$ cat src/rtl/reaction_pkg.sv
// reaction_pkg: shared types and constants for the reaction-game timer.
//   RT_W       width of the millisecond counter / result buses
//   RT_MAX_MS  saturation value in ms (fits 14 bits and 4 BCD digits)
//   rt_state_t measurement FSM states
package reaction_pkg;

    localparam int RT_W      = 14;
    localparam int RT_MAX_MS = 9999;

    typedef enum logic [2:0] {
        IDLE,
        ARMED,
        TIMING,
        DONE,
        FOUL,
        TIMEOUT
    } rt_state_t;

endpackage

$ cat src/rtl/key_sync_edge.sv
// key_sync_edge: brings an asynchronous active-high key into the clk domain
// through a 2-FF synchroniser, then emits a registered one-cycle pulse on
// its rising edge. Holding the key yields exactly one pulse.
// Ports:
//   clk        system clock
//   rst_n      asynchronous active-low reset
//   i_key_raw  asynchronous key level, active-high
//   o_press    one-cycle pulse, 3 clk cycles after the raw rise
module key_sync_edge (
    input  logic clk,
    input  logic rst_n,
    input  logic i_key_raw,
    output logic o_press
);

    logic r_sync1;
    logic r_sync2;
    logic r_sync2_d;
    logic r_press;

    always_ff @(posedge clk or negedge rst_n) begin
        if (!rst_n) begin
            r_sync1   <= 1'b0;
            r_sync2   <= 1'b0;
            r_sync2_d <= 1'b0;
            r_press   <= 1'b0;
        end else begin
            r_sync1   <= i_key_raw;
            r_sync2   <= r_sync1;
            r_sync2_d <= r_sync2;
            r_press   <= r_sync2 & ~r_sync2_d;
        end
    end

    assign o_press = r_press;

endmodule

$ cat src/rtl/reaction_timer.sv
// reaction_timer: measures whole milliseconds from lights_out to the
// player's key press, detects false starts, saturates at MAX_MS and
// (optionally) tracks the best time since reset.
// Optional feature macro: REACTION_BEST_TIME_EN (best-time record).
// Ports:
//   clk, rst_n    clock, asynchronous active-low reset
//   tick_ms       1 ms enable pulse
//   start         game (re)start pulse, top priority
//   lights_out    pulse from the delay stage
//   react_raw     asynchronous player key, active-high
//   rt_ms         measured time (live while TIMING, held afterwards)
//   rt_valid      high in DONE or TIMEOUT
//   done_pulse    one cycle on entry to DONE, FOUL or TIMEOUT
//   false_start   high in FOUL
//   busy          high in ARMED or TIMING
//   best_ms       lowest valid rt_ms since reset (MAX_MS when disabled)
module reaction_timer
    import reaction_pkg::*;
#(
    parameter int W      = RT_W,
    parameter int MAX_MS = RT_MAX_MS
) (
    input  logic         clk,
    input  logic         rst_n,
    input  logic         tick_ms,
    input  logic         start,
    input  logic         lights_out,
    input  logic         react_raw,
    output logic [W-1:0] rt_ms,
    output logic         rt_valid,
    output logic         done_pulse,
    output logic         false_start,
    output logic         busy,
    output logic [W-1:0] best_ms
);

    localparam logic [W-1:0] MAX_V = W'(MAX_MS);

    logic         w_press;
    rt_state_t    r_state, w_nxt_state;
    logic [W-1:0] r_cnt, w_nxt_cnt;
    logic         r_done_pulse, w_nxt_pulse;
    logic         r_valid, r_foul, r_busy;

    key_sync_edge u_key (
        .clk       (clk),
        .rst_n     (rst_n),
        .i_key_raw (react_raw),
        .o_press   (w_press)
    );

    always_comb begin
        w_nxt_state = r_state;
        w_nxt_cnt   = r_cnt;
        w_nxt_pulse = 1'b0;
        if (start) begin
            w_nxt_state = ARMED;
            w_nxt_cnt   = '0;
        end else begin
            case (r_state)
                ARMED: begin
                    // A press coincident with lights_out is still early.
                    if (w_press) begin
                        w_nxt_state = FOUL;
                        w_nxt_pulse = 1'b1;
                    end else if (lights_out) begin
                        w_nxt_state = TIMING;
                        w_nxt_cnt   = '0;
                    end
                end
                TIMING: begin
                    // Press wins over a same-cycle tick: that tick is not counted.
                    if (w_press) begin
                        w_nxt_state = DONE;
                        w_nxt_pulse = 1'b1;
                    end else if (tick_ms) begin
                        if (r_cnt == MAX_V) begin
                            w_nxt_state = TIMEOUT;
                            w_nxt_pulse = 1'b1;
                        end else begin
                            w_nxt_cnt = r_cnt + 1'b1;
                        end
                    end
                end
                default: ;
            endcase
        end
    end

    // Flag outputs are registered from the next state so they change in
    // the same cycle the new state becomes visible.
    always_ff @(posedge clk or negedge rst_n) begin
        if (!rst_n) begin
            r_state      <= IDLE;
            r_cnt        <= '0;
            r_done_pulse <= 1'b0;
            r_valid      <= 1'b0;
            r_foul       <= 1'b0;
            r_busy       <= 1'b0;
        end else begin
            r_state      <= w_nxt_state;
            r_cnt        <= w_nxt_cnt;
            r_done_pulse <= w_nxt_pulse;
            r_valid      <= (w_nxt_state == DONE) || (w_nxt_state == TIMEOUT);
            r_foul       <= (w_nxt_state == FOUL);
            r_busy       <= (w_nxt_state == ARMED) || (w_nxt_state == TIMING);
        end
    end

`ifdef REACTION_BEST_TIME_EN
    logic [W-1:0] r_best;

    always_ff @(posedge clk or negedge rst_n) begin
        if (!rst_n) begin
            r_best <= MAX_V;
        end else if (!start && r_state == TIMING && w_press && r_cnt < r_best) begin
            r_best <= r_cnt;
        end
    end

    assign best_ms = r_best;
`else
    assign best_ms = MAX_V;
`endif

    assign rt_ms       = r_cnt;
    assign rt_valid    = r_valid;
    assign done_pulse  = r_done_pulse;
    assign false_start = r_foul;
    assign busy        = r_busy;

endmodule

$ cat config.mk
export PLATFORM = sky130hd
export DESIGN_NAME = reaction_timer
export DESIGN_NICKNAME = d
export VERILOG_FILES = /design/src/rtl/reaction_pkg.sv /design/src/rtl/key_sync_edge.sv /design/src/rtl/reaction_timer.sv
export SDC_FILE = /design/constraint.sdc
export NUM_CORES = 1
export LEC_CHECK = 0
export BUFFER_PORTS_ARGS = -buffer_cell sky130_fd_sc_hd__buf_2
export CAP_MARGIN = 20
export CORE_UTILIZATION = 56
export DETAILED_ROUTE_END_ITERATION = 10
export GPL_ROUTABILITY_DRIVEN = 0
export PLACE_DENSITY = 0.86
export SYNTH_ARGS = -nofsm -noshare
export SYNTH_HDL_FRONTEND = slang
export SYNTH_SLANG_ARGS = --single-unit
$ cat constraint.sdc
create_clock -name clk -period 3.5 [get_ports clk]
set_input_delay 0.35 -clock clk [delete_from_list [all_inputs] [get_ports clk]]
set_output_delay 0.35 -clock clk [all_outputs]
set_load 0.05 [all_outputs]
# == Word level (Yosys, flattened, before mapping) ==
# Index checks and enable logic that the tools add are counted.
# word_totals
reg_bits,25
output_inout_bits,32
word_cells,50
# op_classes
addsub,1
eq_ne,13
mux,20
bitwise_logic,2
reduce_logical,4
# ops
operator,count
2-to-1 mux 14 bit,6
case mux 14 bit (2 select lines),1
2-to-1 mux 3 bit,6
"inequality test 3 bit, second input constant",5
"adder 14 x 1 -> 14 bit, second input constant",1
"== test 14 bit, second input constant",1
"== test 3 x 2 -> 1 bit, second input constant",3
"== test 3 x 1 -> 1 bit, second input constant",2
"== test 3 bit, second input constant",2
case mux 3 bit (2 select lines),1
AND reduction 6 bit,1
2-to-1 mux 1 bit,5
nonzero test 3 bit,1
logical OR 1 bit,2
case mux 1 bit (2 select lines),1
AND 1 bit,1
NOT 1 bit,1

# == Depth between registers and ports, before layout ==
# depth
ltp_word,8
ltp_mapped,7

# == Cells and area by module ==
# Synthesis repeated with hierarchy kept, for this count alone.
# unflattened
hier_cells,151
hier_area_um2,1465.2
# modules_own_cells
mod,instances,cells_per_inst,area_each_um2,seq_area_each_um2
reaction_timer,1,146,1351.3,525.5
key_sync_edge,1,5,113.9,100.1

# == Least setup slack after synthesis ==
# No wires, ideal clock.
# synth_timing
path_type,register to register
startpoint,"register r_cnt[0], in the netlist rt_ms[0]"
endpoint,"register r_cnt[8], in the netlist rt_ms[8]"
t_arrival_ns,1.953
setup_slack_ns,1.470
stages_incl_launch_ff,6
n_path_buf,0
period_less_slack_ns,2.030
path_cell_list,dfrtp_1 -> ha_1 -> nand3_1 -> nor3_2 -> or4b_1 -> a21oi_1
# synth_between
elab_chain_cells,6
elab_cells_between_ends,9
classes_between,add/sub: 1; eq/ne: 2; mux: 5; reduce/logical: 1
# synth_lines
item,line,rtl
from (decl),reaction_timer.sv:41,"logic [W-1:0] r_cnt, w_nxt_cnt;"
from (signal assigned),reaction_timer.sv:102,r_cnt <= w_nxt_cnt;
adder 14 x 1 -> 14 bit,reaction_timer.sv:81,w_nxt_cnt = r_cnt + 1'b1;
2-to-1 mux 14 bit,reaction_timer.sv:77,if (r_cnt == MAX_V) begin
2-to-1 mux 14 bit,reaction_timer.sv:76,end else if (tick_ms) begin
2-to-1 mux 14 bit,reaction_timer.sv:73,if (w_press) begin
case mux 14 bit (2 select lines),reaction_timer.sv:60,case (r_state)
2-to-1 mux 14 bit,reaction_timer.sv:56,if (start) begin
# Several ways; a longest one is shown, not always the timed one. The select of a mux whose other input is x is not followed.
# A chain may end at the register's enable or synchronous reset.

# == Final worst setup path ==
# layout_timing
startpoint,"register r_cnt[6], in the netlist rt_ms[6]"
endpoint,"register r_cnt[9], in the netlist rt_ms[9]"
# The elaborated chain is that of the path after synthesis.

==> results by group <==
GRT
  • Largest net degree at the start of global routing: 26
  • Global-route wire length before repair: 4.816 mm
  • Total gr overflow: 0
  • Number of global-route vias before repair: 1,100
  • Antenna violations before repair: 0
  • Aggregate global-route resource usage: 24.36%

Pwr
  • Standby leakage power: 0.7441 nW
  • Clock Power Share: 23.1%
  • Fraction of power spent switching nets: 33.39%
  • Worst-case vdd ir drop: 324.8 µV
  • Pwr dens: 362.7 nW/µm²
  • Internal power: 370.6 µW
  • Psw: 185.8 µW
  • Reg power frac: 55.6%
  • Combinational power share: 21.3%

Worst setup path
  • Data required, critical path: 3710 ps
  • CP peak stage delay: 730 ps
  • Kind of critical path: reg -> reg
  • Critical R2R Launch: rt_ms[6]$_DFFE_PN0P_
  • Crit-path cells: nor4b_2 -> nand4_1 -> a211oi_2 -> o21ai_1 -> o41ai_1
  • Reg2reg path depth: 5
  • Highest fanout seen on the critical path: 13
  • Category of the worst setup path launch point: flop
  • Worst R2R End: rt_ms[9]$_DFFE_PN0P_
  • Setup slack on the worst flop-to-flop path: 1250 ps
  • CP max stage cell: a211oi_2
  • Arr. time, crit path: 2460 ps
  • CP Capture Type: flop

Drt
  • Total via count in the routed design: 1,248
  • Post-Route WL: 3.154 mm
  • Count of TritonRoute iterations in the first routing pass: 4
  • Detail-routed via count per cell: 6.000
  • Final ANT Viol Nets: 0
  • Wirelength per Cell: 15.16 µm
  • Total DRC errors in the routed layout: 0
  • DRT iter0 DRCs: 31

Synthesis
  • Most frequently used cell type in the post-synthesis netlist: dfrtp_1
  • Top cells by area, synth: dfrtp_1 (43%), buf_4 (7.8%), o21ai_0 (3.5%)
  • Number of library cell types mapped by synthesis: 43
  • Post-synth top area share: 43.48%
  • Synthesis Warnings: 0
  • Register area share after synthesis: 43.48%
  • Most area-hungry cell type in the Yosys netlist: dfrtp_1
  • Post-Synthesis Mean Instance Area: 9.107 µm²
  • Post-synth design cell area: 1439 µm²
  • Top cell types by occurrence after synthesis: dfrtp_1 (25), buf_4 (15), nand2_1 (13), nor2_1 (12), o21ai_0 (10)
  • Post-synth ARST share: 100.0%
  • Count of flip-flops with a built-in enable after synthesis: 0
  • Flop and latch count out of synthesis: 25
  • Mapped Cells: 158
  • Ys flop type: dfrtp_1

Clock network
  • Root Driver: clkbuf_4
  • TritonCTS clock tree: yes
  • Post-CTS sizing: 0
  • Insertion delay to the later sink of the worst-skew pair: 320 ps
  • CTS Sinks: 25
  • Total clock buffers created by CTS: 3
  • Number of buffers on the longest clock path: 2
  • Hold bufs inserted after CTS: 0
  • Clock Pin Slew Worst Setup and Hold Paths: 130 ps
  • Number of H-tree levels: 1
  • Post CTS Setup Buffer Count: 0

STA
  • Clock tree skew after final layout: 1.827 ps
  • Worst-case hold slack: -9.918 ps
  • Final period util: 64.20%
  • Tightest Pin Transition: 817.7 ps
  • Max-slew headroom at the worst pin: 45.39%
  • Final Hold Violating Endpoints: 19
  • Total negative setup slack: 0 ps
  • Final setup vio count: 0
  • Post-layout minimum cycle time: 2247 ps
  • Unrepaired setup endpoints after global routing: false
  • Fmax: 0.4450 GHz
  • Max Slew Vio Count: 0

Finish
  • Fill cells: 212
  • Signed area change from the synthesized netlist to the final layout: 6.609%
  • Register cell area after layout: 625.6 µm²
  • Inserted Diodes: 0
  • Final instance count without filler cells: 208
  • Multi-input gate area in the final layout: 718.2 µm²
  • Fraction of layout instances using a drive strength above 1: 17.98%
  • Number of nets in the finished design: 186
  • Layout Utilization: 62.49%

Hold path
  • Worst min-delay path class: in -> async

Floorplanning
  • Vert. Die Dim: 52.69 µm
  • Die span in x: 52.69 µm
  • Initial core utilization: 58.61%
  • Floorplan row count: 18
  • Placeable core area: 2455 µm²
  • Number of top-level pins: 38
  • Die footprint: 2776 µm²

Run
  • Count of max-cap constraint violations: 0

Placement
  • I/O Buffers: 23
  • Post-detail-place hpwl: 2.299 mm
  • Cell total after placement: 204

Outcome
  • Failing checks: negative hold slack
  • Result of the run: complete, but fails checks
-- per-layer routing --
layer	vias up	part of all wire, %	GRT usage, %
met1	611	41	28.47
met5	-	0	0
met2	46	53	43.46
met3	7	4.5	3.768
met4	0	1.6	10.53
li1	584	-	-
-- registers in the layout (all words and copies together), names as in the netlist --
| signal | cells |
|---|---|
| rt_valid | 1 |
| busy | 1 |
| u_key.r_sync2_d | 1 |
| u_key.r_sync1 | 1 |
| done_pulse | 1 |
| rt_ms | 14 |
| u_key.r_sync2 | 1 |
| false_start | 1 |
| u_key.o_press | 1 |
| r_state | 3 |
-- layout make-up --
class,count,share of cell area [%]
tap,30,2.447
inverter,3,0.7341
timing repair buffer,23,7.504
multi-input combinational,123,46.82
sequential,25,40.78
clock buffer,4,1.713
-- power groups by stage --
stage | combinational (mW) | sequential (mW) | clock, mW
detailed placement | 0.118 | 0.315 | 0
CTS | 0.118 | 0.309 | 0.131
global route | 0.127 | 0.311 | 0.141
floorplan | 0.0888 | 0.334 | 0
global placement | 0.114 | 0.314 | 0
finish | 0.118 | 0.309 | 0.129
-- per-stage QoR --
stage	area [µm²]	setup slack, ps	power [mW]
2_1_floorplan	1484	1470	0.4229
3_3_place_gp	1508	1507	0.4288
3_5_place_dp	1508	1362	0.4325
4_1_cts	1534	1309	0.5583
5_1_grt	1534	1107	0.5790
6_report	1534	1253	0.5564
-- worst max path at each step --
stage | startpoint | to | slack [ps] | cells after the start
after floorplan | rt_ms[0]$_DFFE_PN0P_ | rt_ms[8]$_DFFE_PN0P_ | 1470 | 5
after detailed placement | rt_ms[6]$_DFFE_PN0P_ | rt_ms[9]$_DFFE_PN0P_ | 1360 | 5
after CTS | rt_ms[6]$_DFFE_PN0P_ | rt_ms[9]$_DFFE_PN0P_ | 1310 | 5
after global routing | rt_ms[7]$_DFFE_PN0P_ | rt_ms[7]$_DFFE_PN0P_ | 1110 | 5
after global placement | rt_ms[7]$_DFFE_PN0P_ | rt_ms[13]$_DFFE_PN0P_ | 1510 | 5
final | rt_ms[6]$_DFFE_PN0P_ | rt_ms[9]$_DFFE_PN0P_ | 1250 | 5
-- critical path, delay by kind of cell, from the launching register on --
family           cells  cell delay, ps
AO/OA/AOI/OAI        3            1040
flip-flops           1             470
AND/OR/NAND/NOR      2             610
-- layout by cell type (no fill, tap or decap), types with 4 or more instances in the layout --
| master | instances |
|---|---|
| o21ai_1 | 9 |
| nand4_1 | 4 |
| buf_2 | 23 |
| a21oi_1 | 5 |
| nand3_1 | 8 |
| nand2_1 | 13 |
| dfrtp_1 | 25 |
| and3_1 | 7 |
| conb_1 | 14 |
| nor2_1 | 12 |
| o21ai_0 | 10 |
-- logic make-up after synthesis --
logic type	after synthesis	synth area share, %
adder cells (fa/ha/maj)	1	0.8694
buffers and inverters	22	9.739
AND/OR/NAND/NOR	64	25.39
XOR/XNOR	1	0.6088
other	2	0.5219
flip-flops	25	43.48
AO/OA/AOI/OAI	43	19.39
Note: power is estimated with default switching activity, not from simulation.
